[config.mk]
export PLATFORM = sky130hd
export DESIGN_NAME = dport_arbiter
export DESIGN_NICKNAME = d
export VERILOG_FILES = /design/src/rtl/dport_arbiter_pkg.sv /design/src/rtl/dport_owner_fifo.sv /design/src/rtl/dport_arbiter.sv
export SDC_FILE = /design/constraint.sdc
export NUM_CORES = 1
export LEC_CHECK = 0
export ABC_AREA = 1
export CAP_MARGIN = 20
export CORE_AREA = 2 2 148 150
export CTS_BUF_LIST = sky130_fd_sc_hd__clkbuf_4 sky130_fd_sc_hd__clkbuf_8
export DETAILED_ROUTE_END_ITERATION = 16
export DIE_AREA = 0 0 150 152
export PLACE_DENSITY_LB_ADDON = 0.25
export SYNTH_ARGS = -nofsm -noshare
export SYNTH_HDL_FRONTEND = slang
export SYNTH_SLANG_ARGS = --single-unit
[constraint.sdc]
create_clock -name clk_i -period 2.5 [get_ports clk_i]
set_clock_uncertainty 0.2 [all_clocks]
set_input_delay 0.25 -clock clk_i [delete_from_list [all_inputs] [get_ports clk_i]]
set_output_delay 0.25 -clock clk_i [all_outputs]
set_load 0.03 [all_outputs]
[src/rtl/dport_arbiter_pkg.sv]
// Shared types and constants for the two-master data-port arbiter.
package dport_arbiter_pkg;

   localparam int TAG_W = 11;

   typedef logic owner_t;

   localparam owner_t OWNER_CORE = 1'b0;
   localparam owner_t OWNER_DBG  = 1'b1;

   typedef enum logic [1:0] {
      ST_IDLE  = 2'd0,
      ST_LOCK0 = 2'd1,
      ST_LOCK1 = 2'd2
   } arb_state_t;

endpackage

[src/rtl/dport_owner_fifo.sv]
// In-order record of which master owns each outstanding downstream request.
module dport_owner_fifo
   import dport_arbiter_pkg::*;
#(
   parameter int DEPTH = 4
) (
   input  logic   clk_i,
   input  logic   rst_i,
   input  logic   push_i,
   input  owner_t push_id_i,
   input  logic   pop_i,
   output owner_t head_id_o,
   output logic   empty_o,
   output logic   full_o
);

   localparam int PTR_W = (DEPTH > 1) ? $clog2(DEPTH) : 1;
   localparam int CNT_W = $clog2(DEPTH + 1);
   localparam logic [PTR_W-1:0] PTR_LAST = PTR_W'(DEPTH - 1);
   localparam logic [CNT_W-1:0] CNT_FULL = CNT_W'(DEPTH);

   owner_t [DEPTH-1:0] slots;
   logic [PTR_W-1:0]   wr_ptr;
   logic [PTR_W-1:0]   rd_ptr;
   logic [CNT_W-1:0]   count;
   logic               do_push;
   logic               do_pop;

   function automatic logic [PTR_W-1:0] ptr_next(input logic [PTR_W-1:0] ptr);
      return (ptr == PTR_LAST) ? '0 : ptr + 1'b1;
   endfunction

   assign empty_o   = (count == '0);
   assign full_o    = (count == CNT_FULL);
   assign head_id_o = slots[rd_ptr];
   assign do_push   = push_i & ~full_o;
   assign do_pop    = pop_i & ~empty_o;

   always_ff @(posedge clk_i) begin
      if (rst_i) begin
         wr_ptr <= '0;
         rd_ptr <= '0;
         count  <= '0;
      end else begin
         if (do_push) begin
            slots[wr_ptr] <= push_id_i;
            wr_ptr        <= ptr_next(wr_ptr);
         end
         if (do_pop) begin
            rd_ptr <= ptr_next(rd_ptr);
         end
         unique case ({do_push, do_pop})
            2'b10:   count <= count + 1'b1;
            2'b01:   count <= count - 1'b1;
            default: count <= count;
         endcase
      end
   end

endmodule

[src/rtl/dport_arbiter.sv]
// Arbitrates core (m0) and debug (m1) masters onto one downstream data port,
// routing in-order responses back to whichever master issued each request.
//
// state    | meaning
// ST_IDLE  | free to pick a new grant each cycle
// ST_LOCK0 | m0 granted but not yet accepted; request held stable
// ST_LOCK1 | m1 granted but not yet accepted; request held stable
module dport_arbiter
   import dport_arbiter_pkg::*;
#(
   parameter int OUTSTANDING  = 4,
   parameter int STARVE_LIMIT = 8
) (
   input  logic             clk_i,
   input  logic             rst_i,

   input  logic [31:0]      m0_addr_i,
   input  logic [31:0]      m0_data_wr_i,
   input  logic             m0_rd_i,
   input  logic [3:0]       m0_wr_i,
   input  logic [TAG_W-1:0] m0_req_tag_i,
   output logic             m0_accept_o,
   output logic             m0_ack_o,
   output logic [31:0]      m0_data_rd_o,
   output logic             m0_error_o,
   output logic [TAG_W-1:0] m0_resp_tag_o,

   input  logic [31:0]      m1_addr_i,
   input  logic [31:0]      m1_data_wr_i,
   input  logic             m1_rd_i,
   input  logic [3:0]       m1_wr_i,
   input  logic [TAG_W-1:0] m1_req_tag_i,
   output logic             m1_accept_o,
   output logic             m1_ack_o,
   output logic [31:0]      m1_data_rd_o,
   output logic             m1_error_o,
   output logic [TAG_W-1:0] m1_resp_tag_o,

   output logic [31:0]      mem_d_addr_o,
   output logic [31:0]      mem_d_data_wr_o,
   output logic             mem_d_rd_o,
   output logic [3:0]       mem_d_wr_o,
   output logic [TAG_W-1:0] mem_d_req_tag_o,
   input  logic             mem_d_accept_i,
   input  logic             mem_d_ack_i,
   input  logic             mem_d_error_i,
   input  logic [31:0]      mem_d_data_rd_i,
   input  logic [TAG_W-1:0] mem_d_resp_tag_i,

   output logic             unexpected_ack_o
);

   localparam int SW = (STARVE_LIMIT > 0) ? $clog2(STARVE_LIMIT + 1) : 1;
   localparam logic [SW-1:0] STARVE_MAX = SW'(STARVE_LIMIT);

   arb_state_t state;
   arb_state_t state_nx;

   logic          pend0;
   logic          pend1;
   logic          gnt0;
   logic          gnt1;
   logic          can_issue;
   logic          acc0;
   logic          acc1;
   logic          block_req;
   logic          ack_valid;
   logic          fifo_full;
   logic          fifo_empty;
   owner_t        fifo_head;
   logic [SW-1:0] starve_cnt;

   assign pend0 = m0_rd_i | (|m0_wr_i);
   assign pend1 = m1_rd_i | (|m1_wr_i);

   always_ff @(posedge clk_i) begin
      if (rst_i) state <= ST_IDLE;
      else       state <= state_nx;
   end

   always_comb begin
      state_nx = state;
      unique case (state)
         ST_IDLE: begin
            if (gnt0 && !acc0)      state_nx = ST_LOCK0;
            else if (gnt1 && !acc1) state_nx = ST_LOCK1;
            else                    state_nx = ST_IDLE;
         end
         // A master that withdraws while locked releases the port.
         ST_LOCK0: if (acc0 || !pend0) state_nx = ST_IDLE;
         ST_LOCK1: if (acc1 || !pend1) state_nx = ST_IDLE;
         default:  state_nx = ST_IDLE;
      endcase
   end

   always_comb begin
      gnt0 = 1'b0;
      gnt1 = 1'b0;
      unique case (state)
         ST_IDLE: begin
            if (pend1 && starve_cnt == STARVE_MAX) gnt1 = 1'b1;
            else if (pend0)                        gnt0 = 1'b1;
            else if (pend1)                        gnt1 = 1'b1;
         end
         ST_LOCK0: gnt0 = 1'b1;
         ST_LOCK1: gnt1 = 1'b1;
         default: begin
            gnt0 = 1'b0;
            gnt1 = 1'b0;
         end
      endcase
   end

   assign block_req = fifo_full | rst_i;
   assign can_issue = mem_d_accept_i & ~block_req;
   assign acc0      = gnt0 & pend0 & can_issue;
   assign acc1      = gnt1 & pend1 & can_issue;

   assign m0_accept_o = acc0;
   assign m1_accept_o = acc1;

   assign mem_d_addr_o    = gnt1 ? m1_addr_i    : m0_addr_i;
   assign mem_d_data_wr_o = gnt1 ? m1_data_wr_i : m0_data_wr_i;
   assign mem_d_req_tag_o = gnt1 ? m1_req_tag_i : m0_req_tag_i;
   assign mem_d_rd_o      = ~block_req & ((gnt0 & m0_rd_i) | (gnt1 & m1_rd_i));
   assign mem_d_wr_o      = {4{~block_req}} & (({4{gnt0}} & m0_wr_i) | ({4{gnt1}} & m1_wr_i));

   always_ff @(posedge clk_i) begin
      if (rst_i)                 starve_cnt <= '0;
      else if (acc1 || !pend1)   starve_cnt <= '0;
      else if (acc0 && starve_cnt != STARVE_MAX) starve_cnt <= starve_cnt + 1'b1;
   end

   dport_owner_fifo #(
      .DEPTH (OUTSTANDING)
   ) u_owner_fifo (
      .clk_i     (clk_i),
      .rst_i     (rst_i),
      .push_i    (acc0 | acc1),
      .push_id_i (acc1 ? OWNER_DBG : OWNER_CORE),
      .pop_i     (ack_valid),
      .head_id_o (fifo_head),
      .empty_o   (fifo_empty),
      .full_o    (fifo_full)
   );

   assign ack_valid = mem_d_ack_i & ~fifo_empty & ~rst_i;

   assign m0_ack_o      = ack_valid & (fifo_head == OWNER_CORE);
   assign m1_ack_o      = ack_valid & (fifo_head == OWNER_DBG);
   assign m0_data_rd_o  = mem_d_data_rd_i;
   assign m1_data_rd_o  = mem_d_data_rd_i;
   assign m0_error_o    = mem_d_error_i;
   assign m1_error_o    = mem_d_error_i;
   assign m0_resp_tag_o = mem_d_resp_tag_i;
   assign m1_resp_tag_o = mem_d_resp_tag_i;

   always_ff @(posedge clk_i) begin
      if (rst_i)                          unexpected_ack_o <= 1'b0;
      else if (mem_d_ack_i && fifo_empty) unexpected_ack_o <= 1'b1;
   end

endmodule
After elaboration in Yosys (flattened, before gate mapping):

Cells that the tools add are included.

* bits in registers: 18
* logic and storage cells: 98
* output and inout port bits: 173
* input bits: 208

* order comparisons: 3
* eq/ne operators: 11
* bitwise logic cells: 28
* reductions and logical operators: 20
* multiplexer cells: 24
* $add $sub $neg: 5

Operators with widths (number)
* 32-bit two-way mux: 2
* 1-bit AND: 14
* 4-bit AND: 3
* 2-bit two-way mux: 6
* 11-bit two-way mux: 1
* 2-bit equality test (second input constant): 4
* 1-bit two-way mux: 8
* 4-bit OR reduction: 2
* 1-bit logical AND: 6
* 2-bit by 3-bit < comparator with 1-bit output (second input constant): 2
* 2-bit case mux with 3 select lines: 1
* 3-bit case mux with 2 select lines: 1
* 1-bit NOT: 5
* 1-bit bitwise OR: 5
* 2-bit by 1-bit adder with 2-bit output (second input constant): 2
* 4-bit by 1-bit adder with 4-bit output (second input constant): 1
* 4-bit bitwise mux: 1
* 2-bit by 1-bit equality test with 1-bit output (second input constant): 2
* 4-bit equality test (second input constant): 1
* 1-bit logical NOT: 4
* 2-bit != test (second input constant): 2
* 4-bit != test (second input constant): 1
* 4-bit bitwise OR: 1
* 1-bit case mux with 2 select lines: 2
* 12 further kinds: 14

Longest topological paths before layout:

* depth in word-level cells: 13
* depth in mapped cells: 17
* mapped depth without buffers: 17

Cells and area by module:

Synthesis repeated with hierarchy kept, for this count alone.

* cell total of the unflattened synthesis: 520
* area, all modules: 3115.5 um^2

Modules (own cells, without submodules)
* dport_arbiter: seq. area each 140.1 um^2, area each 2441.1 um^2, cells an instance 444, instances 1
* dport_owner_fifo: seq. area each 260.2 um^2, area each 674.4 um^2, cells an instance 76, instances 1

Worst setup path after synthesis:

No wires, ideal clock.

* kind: reg-to-reg
* start point: reg starve_cnt[0]
* end point: reg u_owner_fifo.count[2]
* arrival: 2179 ps
* data required time: 2178 ps
* path slack: -1 ps
* cell stages (with the launch flop): 18
* setup time: 122 ps
* cell sequence: dfxtp_1 inv_1 ha_1 nand2_1 nor2_1 nand2_1 nand3_1 nand2_1 nand2_1 nand2_1 inv_1 ha_1 inv_1 fa_1 a21oi_1 o21ai_0 o21ai_0 a21oi_1

* cells in the longest elaborated chain, start to end: 10
* elaborated cells on any way between the ends: 16
* classes of those cells: 3 x eq/ne; 5 x mux; 6 x bitwise; 2 x reduce/logical

Ends and longest elaborated chain
* start: declaration: line dport_arbiter.sv:71 `logic [SW-1:0] starve_cnt;`
* start signal: assignment: line dport_arbiter.sv:131 `else if (acc0 && starve_cnt != STARVE_MAX) starve_cnt <= starve_cnt + 1'b1;`
* 4-bit equality test *: line dport_arbiter.sv:101 `if (pend1 && starve_cnt == STARVE_MAX) gnt1 = 1'b1;`
* 1-bit logical AND *: line dport_arbiter.sv:101
* 1-bit two-way mux: line dport_arbiter.sv:101
* 1-bit case mux with 2 select lines: line dport_arbiter.sv:99 `unique case (state)`
* 1-bit AND, on equally long branches (2 in series): line dport_arbiter.sv:116, dport_arbiter.sv:117
* 1-bit bitwise OR *: line dport_arbiter.sv:139 `.push_i (acc0 | acc1),`
* 1-bit AND *: line dport_owner_fifo.sv:36 `assign do_push = push_i & ~full_o;`
* 2-bit by 1-bit equality test with 1-bit output or 2-bit equality test (tied branches): line dport_owner_fifo.sv:52 `unique case ({do_push, do_pop})`
* 3-bit case mux with 2 select lines or 2-bit nonzero test (tied branches)
* end signal: assignment: line dport_owner_fifo.sv:53 `2'b10: count <= count + 1'b1;`
* end signal: assignment: line dport_owner_fifo.sv:54 `2'b01: count <= count - 1'b1;`
* end signal: assignment: line dport_owner_fifo.sv:55 `default: count <= count;`
* end: declaration: line dport_owner_fifo.sv:25 `logic [CNT_W-1:0] count;`

Every way passes the cells marked *; elsewhere a longest branch is shown, timed or not.
A chain may end at the register's enable or synchronous reset.

Worst setup path after layout:

* start point: reg starve_cnt[0]
* end point: out mem_d_rd_o

* cells in the longest elaborated chain, start to end: 7
* elaborated cells on any way between the ends: 10
* classes of those cells: 1 x eq/ne; 4 x mux; 4 x bitwise; 1 x reduce/logical

Ends and longest elaborated chain
* 4-bit equality test *: line dport_arbiter.sv:101
* 1-bit logical AND *: line dport_arbiter.sv:101
* 1-bit two-way mux: line dport_arbiter.sv:101
* 1-bit case mux with 2 select lines: line dport_arbiter.sv:99
* 1-bit AND: line dport_arbiter.sv:125 `assign mem_d_rd_o = ~block_req & ((gnt0 & m0_rd_i) | (gnt1 & m1_rd_i));`
* 1-bit bitwise OR *: line dport_arbiter.sv:125
* 1-bit AND *: line dport_arbiter.sv:125
* end: declaration: line dport_arbiter.sv:41 `output logic mem_d_rd_o,`

Marks and branches as above.

==> flow_summary.ini <==
[global_routing]
grt_pass1_wl_um = 20160
grt_pass1_vias = 3387
overflow = 0
grt_antenna_before_repair = 2
grt_usage = 0.1142
grt_max_degree = 44

[logic_synthesis]
synth_area_leaders = nand2_1 (34%), buf_4 (24%), dfxtp_1 (9.9%)
yosysUniqueCellTypes = 29
syn_avg_cell_area_um2 = 5.681
yosysSeqAreaShare = 0.1421
synthesis.area_mm2 = 0.002818
synth_top_area_share = 0.3424
postSynthCellCount = 496
yosysTopAreaCell = nand2_1
syn-num-nets = 713
ys_ff_latch = 18
yosysWarnings = 0

[place]
numPortBuffers = 248
placed_cells = 948
gp_congestion = 0.7888
dpl-instance-area_mm2 = 0.005241
dpl.hpwl_um = 11990

[hold_path]
holdPathEnd = unexpected_ack_o$_SDFFE_PP0P_
min_path_cells = 2
hold_start = unexpected_ack_o$_SDFFE_PP0P_
hold_path_class = flip-flop to flip-flop

[floorplan]
fp.dieH_um = 152
dieArea_mm2 = 0.02280
fp.coreArea_mm2 = 0.02135
initial_core_util = 0.1320
rows = 54
chipWidth_um = 150
io_pins = 381

[finish]
drive_gt1_frac = 0.2863
synthToLayoutAreaGrowth_pct = 104.4
final_cells = 961
final_area_mm2 = 0.005759
fin_nets = 899
multi_input_area_mm2 = 0.001675
antenna_cells = 0
fill_cells = 2370
ff_latch_area_um2 = 402.9

[run_status]
status = finished, final reports clean

[sta]
finalSetupViolCount = 0
maxSlewHeadroom = 0.7725
min_period_ns = 2.431
max_freq_mhz = 411.4
worst_pin_slew_ns = 0.3402
post-route-period-util = 0.9723
rsz0062_at_grt = yes
drv_slew = 0
whs_ns = 0.2562
finalHoldViolations = 0

[drt]
drc_errors = 0
dr.pass1.iters = 4
detail_route.wl_per_cell_um = 15.07
antenna_left = 0
drt_wl_total_um = 14480
drt_iter0_drc = 66
vias = 3468
via_per_inst = 3.609

[cts]
cts_tree = yes
cts_inserted_buffers = 3
clock_latency_ns = 0.25
clockBufferDepth = 2
root_buffer = clkbuf_8
holdBufCountCts = 0
clock_sinks = 18
clkTransAtPathRegs_ns = 0.07
htree_num_levels = 1

[critical_path]
reg2reg_slack_ns = 0.15
criticalPathCategory = flip-flop to output pin
crit_chain = inv_2, ha_4, nand2_4, nor2_4, nand2_2, nand3_2, buf_6, nand2_8, clkinv_8, buf_8, nand2_4, a21oi_2, buf_4, buf_12
worstRegToRegCells = 17
slowest_delay_ns = 0.33
path_common_cell = nand2_4
critical_path_arrival_ns = 1.98
rr_endpoint = u_owner_fifo.count[2]$_SDFFE_PP0P_
r2r_start = starve_cnt[0]$_SDFFE_PP0P_
cp-start-kind = flip-flop
end_kind = output pin
crit_required_ns = 2.05
cp_slowest_cell = dfxtp_2
crit_fanout = 6

[run]
drv_cap = 0

[power_and_ir_drop]
irDropWorstVdd_mv = 0.2226
p_leak_uw = 0.002749
p_per_area_mw_per_mm2 = 300.0
[kinds of logic (layout without fill, tap and decap cells)]
family / count (synthesis) / in the layout / synth area share
flip-flops: 18 / 18 / 0.1421
AO/OA/AOI/OAI: 26 / 26 / 0.05018
buffers and inverters: 140 / 325 / 0.3295
XOR/XNOR: 2 / 2 / 0.006218
adder cells (fa/ha/maj): 9 / 9 / 0.04263
AND/OR/NAND/NOR: 301 / 301 / 0.4294
[routing by layer]
layer	track usage	wire, um	up-vias
li1	-	-	1797
met1	0.1271	5376	1467
met2	0.2040	7176	197
met3	0.05435	1863	7
met4	0.01033	62	0
met5	0	0	-
[critical path, delay by kind of cell (launching register included)]
kind,cells,cell delay (ns)
adder cells (fa/ha/maj),1,0.15
AO/OA/AOI/OAI,1,0.12
flip-flops,1,0.33
AND/OR/NAND/NOR,6,0.43
buffers and inverters,6,0.68
[cells in the mapped netlist]
cell type,count
inv_2,1
nand3_2,3
ha_1,8
edfxtp_1,4
nor2_2,1
a211oi_1,2
nor2_1,19
nand3_1,9
a21oi_1,17
nor3_1,1
o21ai_0,4
inv_4,1
xor2_1,1
fa_1,1
buf_6,7
buf_4,90
inv_1,33
xnor2_1,1
nor2b_2,1
o31ai_1,1
nand3b_1,1
o21ai_1,1
nand4_1,6
nand2_1,257
buf_2,8
a32oi_1,1
dfxtp_1,14
nor2_4,2
nand2_4,1
[cell type report]
cell class,instances,share of cell area
Multi-Input combinational cell,338,0.2909
Tap cell,280,0.06083
Clock inverter,1,0.0006517
Sequential cell,18,0.06995
Clock buffer,3,0.007169
Timing Repair Buffer,286,0.5455
Inverter,35,0.02498
[sequential cells by signal (all words and copies together) (netlist names)]
name                 flops
u_owner_fifo.rd_ptr      2
unexpected_ack_o         1
u_owner_fifo.slots       4
u_owner_fifo.wr_ptr      2
state                    2
u_owner_fifo.count       3
starve_cnt               4
[worst max-delay path by stage]
| stage | start | cells past startpoint | to |
|---|---|---|---|
| floorplan | starve_cnt[0]$_SDFFE_PP0P_ | 16 | u_owner_fifo.count[2]$_SDFFE_PP0P_ |
| global placement | m1_wr_i[3] | 15 | u_owner_fifo.count[2]$_SDFFE_PP0P_ |
| detailed placement | m1_wr_i[3] | 15 | u_owner_fifo.count[2]$_SDFFE_PP0P_ |
| CTS | m0_rd_i | 13 | mem_d_data_wr_o[7] |
| global route | starve_cnt[1]$_SDFFE_PP0P_ | 14 | mem_d_rd_o |
| finish | starve_cnt[0]$_SDFFE_PP0P_ | 14 | mem_d_rd_o |
[per-stage QoR]
step | setup TNS, ns | util | power (uW) | setup slack, ns
3_3_place_gp | -8.567 | 0.2455 | 1456 | -0.3246
6_report | 0 | 0.2697 | 1728 | 0.06914
4_1_cts | -0.01370 | 0.2520 | 1686 | -0.007997
2_1_floorplan | 0 | - | 1074 | 0.02399
5_1_grt | -0.5607 | 0.2697 | 1843 | -0.04290
3_5_place_dp | -12.46 | 0.2455 | 1451 | -0.3507
[cell usage in the layout, fill, tap and decap left out, types with 3 or more instances in the layout]
cell	instances
a21oi_1	13
a21oi_2	4
edfxtp_1	4
clkbuf_8	3
nand2_4	3
nand2_1	210
nand4_1	6
o21ai_1	3
nand3_2	4
buf_12	30
ha_1	7
dlygate4sd2_1	3
clkdlybuf4s50_1	155
inv_1	31
buf_4	53
nand3_1	8
inv_2	3
nor2_4	3
nand2_2	44
buf_6	34
dfxtp_1	12
nor2_1	17
dlymetal6s2s_1	6
[what timing repair did]
action / in CTS / in global routing
endpoints found under the setup margin: 81 / 81
pin swaps: 4 / 21
cloned: 0 / 2
buffers inserted: 4 / 3
resized for setup: 19 / 99
[power breakdown]
part	switching, uW	internal (uW)
Clock	103	109
Combinational	562	612
Sequential	19.0	323
Total	684	1040
No activity file was read; power rests on OpenSTA's default activity.
